==> config.mk <==
export PLATFORM = sky130hd
export DESIGN_NAME = segasys1_sndcmd_mbox
export DESIGN_NICKNAME = d
export VERILOG_FILES = /design/src/rtl/segasys1_sndcmd_mbox.sv
export SDC_FILE = /design/constraint.sdc
export NUM_CORES = 1
export LEC_CHECK = 0
export CAP_MARGIN = 20
export CORE_UTILIZATION = 25
export CTS_BUF_LIST = sky130_fd_sc_hd__clkbuf_2 sky130_fd_sc_hd__clkbuf_4 sky130_fd_sc_hd__clkbuf_8
export DETAILED_ROUTE_END_ITERATION = 6
export PLACE_DENSITY = 0.54
export SETUP_SLACK_MARGIN = 0.15
export SYNTH_ARGS = -nofsm -noshare
export SYNTH_HDL_FRONTEND = slang
export SYNTH_SLANG_ARGS = --single-unit
==> constraint.sdc <==
create_clock -name CLK48M -period 2.4 [get_ports CLK48M]
set_input_delay 0.48 -clock CLK48M [delete_from_list [all_inputs] [get_ports CLK48M]]
set_output_delay 0.48 -clock CLK48M [all_outputs]
set_load 0.01 [all_outputs]
==> src/rtl/segasys1_sndcmd_mbox.sv <==
// segasys1_sndcmd_mbox
//   Main-to-sound command mailbox. Main CPU OUT writes to either command
//   port are queued in a small FIFO. The sound side pops the head entry with
//   an acknowledge strobe. The sound request line runs in one of two modes:
//   one fixed-length pulse per entry, or a level that is high while the FIFO
//   holds data. A status port reports the fill state and a sticky overflow
//   flag.
//
// Ports
//   CLK48M  in   1   system clock, all state on the rising edge
//   RESET   in   1   asynchronous, active-high reset
//   CPUAD   in   16  main CPU address, only [7:0] decoded
//   CPUIO   in   1   main CPU IORQ (active high)
//   CPUWR   in   1   main CPU write strobe (active high)
//   CPURD   in   1   main CPU read strobe (active high)
//   CPUDO   in   DW  main CPU write data
//   STCS    out  1   status port selected for read (decode only)
//   STDO    out  8   status {OVF, FULL, EMPTY, 0.., COUNT[AW:0]}, needs AW <= 4
//   SNDRQ   out  1   request to the sound CPU
//   SNDNO   out  DW  head-of-FIFO command, 0 when empty
//   SNDACK  in   1   sound side pop strobe (level)
//
// Strobe semantics: CPU strobes and SNDACK are levels. Each one is an
// event only on its rising edge. A push is taken when the command-write
// strobe rises. A pop is taken when SNDACK rises. A strobe that is held
// high acts once. No back-pressure is visible to either side. A push into a
// full FIFO sets OVF, and a pop from an empty FIFO is ignored.
module segasys1_sndcmd_mbox #(
    parameter int         DW        = 8,
    parameter int         AW        = 2,
    parameter logic [7:0] PORT_A    = 8'h14,
    parameter logic [7:0] PORT_B    = 8'h18,
    parameter logic [7:0] PORT_ST   = 8'h1A,
    parameter bit         REQ_LVL   = 1'b0,
    parameter int         PULSE_LEN = 4
) (
    input  logic          CLK48M,
    input  logic          RESET,
    input  logic [15:0]   CPUAD,
    input  logic          CPUIO,
    input  logic          CPUWR,
    input  logic          CPURD,
    input  logic [DW-1:0] CPUDO,
    output logic          STCS,
    output logic [7:0]    STDO,
    output logic          SNDRQ,
    output logic [DW-1:0] SNDNO,
    input  logic          SNDACK
);

    localparam int          DEPTH    = 1 << AW;
    localparam logic [AW:0] FULL_CNT = (AW + 1)'(DEPTH);
    localparam int          PW       = (PULSE_LEN > 1) ? $clog2(PULSE_LEN) : 1;

    typedef enum logic { S_IDLE, S_PULSE } rq_state_t;

    logic [7:0]    addr;
    logic          wr_cmd, wr_st, rd_st;
    logic          wr_cmd_q, wr_st_q, rd_st_q, ack_q, rd_clr_q;
    logic          push_req, pop_ok, push_ok, ovf_set, ovf_clr;
    logic [DW-1:0] mem [DEPTH];
    logic [AW-1:0] wp, rp;
    logic [AW:0]   count, count_next;
    logic          ovf, empty, full;
    rq_state_t     state;
    logic          armed, armed_next;
    logic [PW-1:0] pcnt;
    logic          unused_ok;

    assign addr      = CPUAD[7:0];
    assign unused_ok = &{1'b0, CPUAD[15:8]};

    assign wr_cmd = CPUIO & CPUWR & ((addr == PORT_A) | (addr == PORT_B));
    assign wr_st  = CPUIO & CPUWR & (addr == PORT_ST);
    assign rd_st  = CPUIO & CPURD & (addr == PORT_ST);
    assign STCS   = rd_st;

    assign empty = (count == '0);
    assign full  = (count == FULL_CNT);

    assign push_req = wr_cmd & ~wr_cmd_q;
    assign pop_ok   = SNDACK & ~ack_q & ~empty;
    // A pop in the same cycle frees a slot, so a push into a full FIFO still fits.
    assign push_ok  = push_req & (~full | pop_ok);
    assign ovf_set  = push_req & ~push_ok;
    // A status read clears OVF one cycle late, so the read in progress still sees it.
    assign ovf_clr  = (wr_st & ~wr_st_q) | rd_clr_q;

    always_comb begin
        count_next = count;
        if (push_ok & ~pop_ok)
            count_next = count + 1'b1;
        else if (~push_ok & pop_ok)
            count_next = count - 1'b1;
    end

    assign armed_next = armed | pop_ok;

    always_ff @(posedge CLK48M or posedge RESET) begin
        if (RESET) begin
            wr_cmd_q <= 1'b0;
            wr_st_q  <= 1'b0;
            rd_st_q  <= 1'b0;
            ack_q    <= 1'b0;
            rd_clr_q <= 1'b0;
            wp       <= '0;
            rp       <= '0;
            count    <= '0;
            ovf      <= 1'b0;
        end else begin
            wr_cmd_q <= wr_cmd;
            wr_st_q  <= wr_st;
            rd_st_q  <= rd_st;
            ack_q    <= SNDACK;
            rd_clr_q <= rd_st & ~rd_st_q;
            if (push_ok) wp <= wp + 1'b1;
            if (pop_ok)  rp <= rp + 1'b1;
            count <= count_next;
            if (ovf_set)
                ovf <= 1'b1;
            else if (ovf_clr)
                ovf <= 1'b0;
        end
    end

    // FIFO storage is not reset. The SNDNO mux hides stale contents while COUNT is 0.
    always_ff @(posedge CLK48M) begin
        if (push_ok) mem[wp] <= CPUDO;
    end

    assign SNDNO = empty ? '0 : mem[rp];

    always_comb begin
        STDO       = '0;
        STDO[AW:0] = count;
        STDO[5]    = empty;
        STDO[6]    = full;
        STDO[7]    = ovf;
    end

    // Request FSM. The next-cycle count is used, so SNDRQ rises one cycle after
    // the push edge. Entering PULSE uses up the arm. A pop at any time, including
    // one during a pulse, re-arms the FSM, which gives one pulse per entry.
    // In level mode the FSM stays in IDLE and SNDRQ follows the registered ~EMPTY.
    always_ff @(posedge CLK48M or posedge RESET) begin
        if (RESET) begin
            state <= S_IDLE;
            armed <= 1'b1;
            pcnt  <= '0;
            SNDRQ <= 1'b0;
        end else begin
            if (pop_ok) armed <= 1'b1;
            if (REQ_LVL) begin
                SNDRQ <= (count_next != '0);
            end else begin
                case (state)
                    S_IDLE: begin
                        if (armed_next && (count_next != '0)) begin
                            state <= S_PULSE;
                            pcnt  <= PW'(PULSE_LEN - 1);
                            armed <= 1'b0;
                            SNDRQ <= 1'b1;
                        end else begin
                            SNDRQ <= 1'b0;
                        end
                    end
                    S_PULSE: begin
                        if (pcnt == '0) begin
                            state <= S_IDLE;
                            SNDRQ <= 1'b0;
                        end else begin
                            pcnt  <= pcnt - 1'b1;
                            SNDRQ <= 1'b1;
                        end
                    end
                    default: begin
                        state <= S_IDLE;
                        SNDRQ <= 1'b0;
                    end
                endcase
            end
        end
    end

endmodule
# After elaboration in Yosys (flattened, before gate mapping)
# Memories as Yosys holds them, arrays and structs flattened.
# Index checks and enable logic that the tools add are counted.
# W data, S select, Z words.
# op_classes
add_sub_neg	5
eq_ne	6
muxes	16
bitwise_logic	27
n_reduce_logical	6
# ops
cell	n
$eq A8 B5 Y1 const B	3
$and A1 B1 Y1	14
$mux W1	9
$not A1 Y1	9
$mux W8	1
$mux W3	2
$add A2 B1 Y2 const B	2
$mux W2	2
$ne A2 B2 Y1 const B	2
$or A1 B1 Y1	4
$pmux W2 S2	1
$add A3 B1 Y3 const B	1
$eq A3 B3 Y1 const B	1
$logic_not A3 Y1	1
$reduce_bool A3 Y1	1
$sub A3 B1 Y3 const B	1
$logic_not A2 Y1	1
$pmux W1 S2	1
$reduce_and A2 Y1	1
$reduce_bool A2 Y1	1
$sub A2 B1 Y2 const B	1
$logic_and A1 B1 Y1	1
# totals
reg_bits	17
mem_bits_rw	32
inputBits	30
wordCells	73
memories	1
# memory_table
name	depth	width	read_ports	rd_ports_with_merged_regs	write_ports	line_no	source
mem	4	8	1	0	1	61	logic [DW-1:0] mem [DEPTH];

# Longest topological paths before layout
# logic_depth
ltp_word	13
depth_mapped	8

# Worst setup path after synthesis
# No wires, ideal clock.
# synth_path
path_kind	reg-to-output
start	reg count[0]
end	out SNDNO[0]
t_arrival_ns	1.442
required_ns	1.920
slack_ns	0.478
stages_incl_launch_ff	6
path_buffers	1
path_cell_list	dfrtp_1 inv_1 ha_1 nand2b_2 clkbuf_1 and2_1
# synth_between
elab_chain_len	2
# synth_lines
element	line_no	source
from (decl)	63	logic [AW:0] count, count_next;
from (signal assigned)	118	count <= count_next;
$logic_not A3 Y1	78	assign empty = (count == '0);
$mux W8	131	assign SNDNO = empty ? '0 : mem[rp];
to (decl)	47	output logic [DW-1:0] SNDNO,
# No other way between the ends.

# Worst setup path in the final report
# layout_path
start	reg rp[0]
end	out SNDNO[7]
# layout_between
elab_chain_len	2
# layout_lines
element	line_no	source
from (decl)	62	logic [AW-1:0] wp, rp;
from (signal assigned)	117	if (pop_ok) rp <= rp + 1'b1;
$mem_v2 Z4 W8	-	
$mux W8	131	
# No other way between the ends.

==> impl_metrics.csv <==
group,metric,value,unit
power,p_per_area,935,nW/um^2
logic_synthesis,ys.warnings.count,0,
detailed_routing,routed_via_density,4.37,
worst_hold_path,hold_depth,1,
final_layout,drive_above_1_share,26.6,%
sta,final-setup-viol-count,0,
detailed_routing,first_pass_iters,4,
sta,setup-tns-final,0,ps
worst_setup_path,crit_required,1920,ps
worst_setup_path,r2r_start,"count[1]",
sta,max-slew-margin-rel,54.2,%
final_layout,mostFrequentLayoutCells,"32 x edfxtp_1, 26 x clkdlybuf4s50_1, 15 x dfrtp_1, 15 x buf_4",
global_route,grt_usage,9.89,%
clock_network,cts_buffer_depth,2,
worst_setup_path,critPathKind,"flip-flop to primary output",
outcome,outcome,"finished clean",
worst_hold_path,hp-start,"rd_st_q",
floorplanning,die_x,98.8,um
logic_synthesis,ys.flop_type,"edfxtp_1",
clock_network,cts.sinks,49,
floorplanning,fp.dieH,98.8,um
clock_network,cts_tree,"yes",
worst_setup_path,arrival,1690,ps
sta,fin_crit,2170,ps
power,peakVddDrop,269,uV
sta,post-route-period-util,90.2,%
logic_synthesis,ys_seq_area_share,59.3,%
floorplanning,rows,34,
clock_network,clock_latency,310,ps
clock_network,numCtsBuffers,5,
sta,worst_pin_slew,686,ps
detailed_routing,wirelength,4280,um
floorplanning,dieArea,9750,sq um
worst_setup_path,regToRegSetupSlack,500,ps
placement,dpl.hpwl,3110,um
detailed_routing,vias,1408,
sta,hold_slack,404,ps
final_layout,finalNetCount,251,
worst_hold_path,hold_path_class,"flip-flop to flip-flop",
final_layout,diodes,0,
worst_setup_path,startpoint_type,"flip-flop",
floorplanning,core,8890,sq um
logic_synthesis,synth.distinct_cells,44,
power,p_leak,1.14,nW
run,maxCapViolCount,0,
logic_synthesis,async_flop_share,34.7,%
sta,finClkSkew,10.6,ps
clock_network,root_buffer,"clkbuf_8",
logic_synthesis,post_synth.cell_area_avg,14.5,sq um
worst_setup_path,r2r_cells,7,
sta,final.setup.worst_slack,235,ps
detailed_routing,post_drt_wl_per_cell,13.3,um
global_route,overflow,0,
sta,drv_slew,0,
final_layout,n_fill_cell,888,
placement,dp_slack,-37.6,ps
global_route,grt_pass1_vias,1527,
placement,place.gp.congestion,0.777,
sta,rsz0062_at_grt,"true",
clock_network,ctsHoldBuffers,0,
worst_setup_path,rr_endpoint,"mem[0][1]",
global_route,grt_max_degree,19,
logic_synthesis,ys_ff_latch,49,
global_route,grt_pass1_wl,7440,um
logic_synthesis,netlist_area,2340,sq um
floorplanning,ioPinCount,48,
logic_synthesis,synth_edf_count,32,
floorplanning,initial_core_util,26.3,%
sta,timing.fmax,462,MHz
final_layout,area_delta_synth_final,27.8,%
detailed_routing,route.detailed.drc,0,
detailed_routing,dr.first_iter.drc_count,61,
sta,hold_viol,0,
clock_network,path_clk_slew,100,ps
placement,port_buffers,37,
worst_setup_path,worst_setup_path_end_kind,"primary output",
clock_network,htreeDepth,2,
detailed_routing,ant_nets,0,
worst_hold_path,holdPathEnd,"rd_clr_q",
global_route,antenna_found_initial,0,
final_layout,layout_commonest_cell,"edfxtp_1",
worst_setup_path,crit_path_max_fanout,4,
logic_synthesis,synthCells,161,
worst max-delay path, stage by stage, from the launching register on:
cell	delay, ps
dfrtp_1	390
buf_6	130
mux4_2	470
and2_1	160
clkdlybuf4s15_1	220
cell usage after synthesis, drive strengths merged (3+ instances only):
master,count,area (sq um)
edfxtp,32,961
xnor2,4,35.0
o21ai,8,43.8
a21oi,5,25.0
buf,8,65.1
nand2b,3,21.3
ha,8,100
nor2,6,22.5
dfrtp,16,400
inv,11,41.3
and2,10,62.6
and3,4,30.0
mux4,8,180
nand2,6,22.5
per-stage QoR:
stage                     cell area, sq um  std cells  utilization [%]  total power, W
after CTS                             3000        321             33.8         0.00283
after detailed placement              2890        312             32.5         0.00233
after global placement                2890        312             32.5         0.00231
final                                 2990        322             33.7         0.00280
after floorplan                       2340        162                -         0.00182
after global routing                  2990        322             33.7         0.00300
layout make-up:
| class | instances | area [sq um] | share of cell area (%) |
|---|---|---|---|
| Sequential cell | 49 | 1390 | 46.4 |
| Multi-Input combinational cell | 92 | 851 | 28.4 |
| Timing Repair Buffer | 54 | 477 | 15.9 |
| Tap cell | 108 | 135 | 4.52 |
| Clock buffer | 5 | 68.8 | 2.30 |
| Inverter | 11 | 43.8 | 1.46 |
| Clock inverter | 3 | 28.8 | 0.962 |
registers in the layout, indices dropped and copies added (netlist names):
name,count
pcnt,2
rd_st_q,1
rp,2
rd_clr_q,1
mem,32
armed,1
ovf,1
wr_cmd_q,1
wp,2
count,3
state,1
ack_q,1
wr_st_q,1
metal layers:
metal  track usage (%)  vias up  share of wire [%]
met1              12.5      668                 47
met3              2.27        7                3.3
met4              4.59        0                2.1
met5                 0        -                  0
li1                  -      694                  -
met2              16.1       39                 48
where the power goes:
group / switching (W) / total [W] / internal (W)
Sequential: 0.0000847 / 0.00108 / 0.000992
Combinational: 0.000556 / 0.00120 / 0.000640
Clock: 0.000305 / 0.000524 / 0.000218
Total: 0.000946 / 0.00280 / 0.00185
how the worst max path moves through the flow:
stage | startpoint | end | slack, ps | depth (start not counted)
after floorplan | count[0] | SNDNO[0] | 480 | 5
after global placement | CPUAD[5] | STCS | -30 | 4
after detailed placement | CPUAD[0] | STCS | -40 | 4
after CTS | rp[0] | SNDNO[5] | 110 | 4
after global routing | rp[0] | SNDNO[4] | 150 | 5
final | rp[0] | SNDNO[7] | 230 | 4
kinds of logic (layout without fill, tap and decap cells):
family / after synthesis / in the layout / share of synthesized area, %
and+or+nand+nor: 44 / 44 / 12.5
buffers and inverters: 21 / 73 / 4.86
AOI/OAI and AO/OA: 24 / 24 / 8.93
muxes: 9 / 9 / 8.18
DFF: 49 / 49 / 59.3
xor gates and xnor gates: 5 / 5 / 1.87
other: 1 / 2 / 0.160
adders and majority gates: 8 / 8 / 4.28
timing repair:
item | 4_1_cts | 5_1_grt
gates cloned | 0 | 0
setup endpoints to repair | 11 | 8
endpoints found under the hold margin | 0 | 0
buffers inserted | 1 | 1
gates resized for setup | 18 | 12
Power figures use the tool's default switching activity.
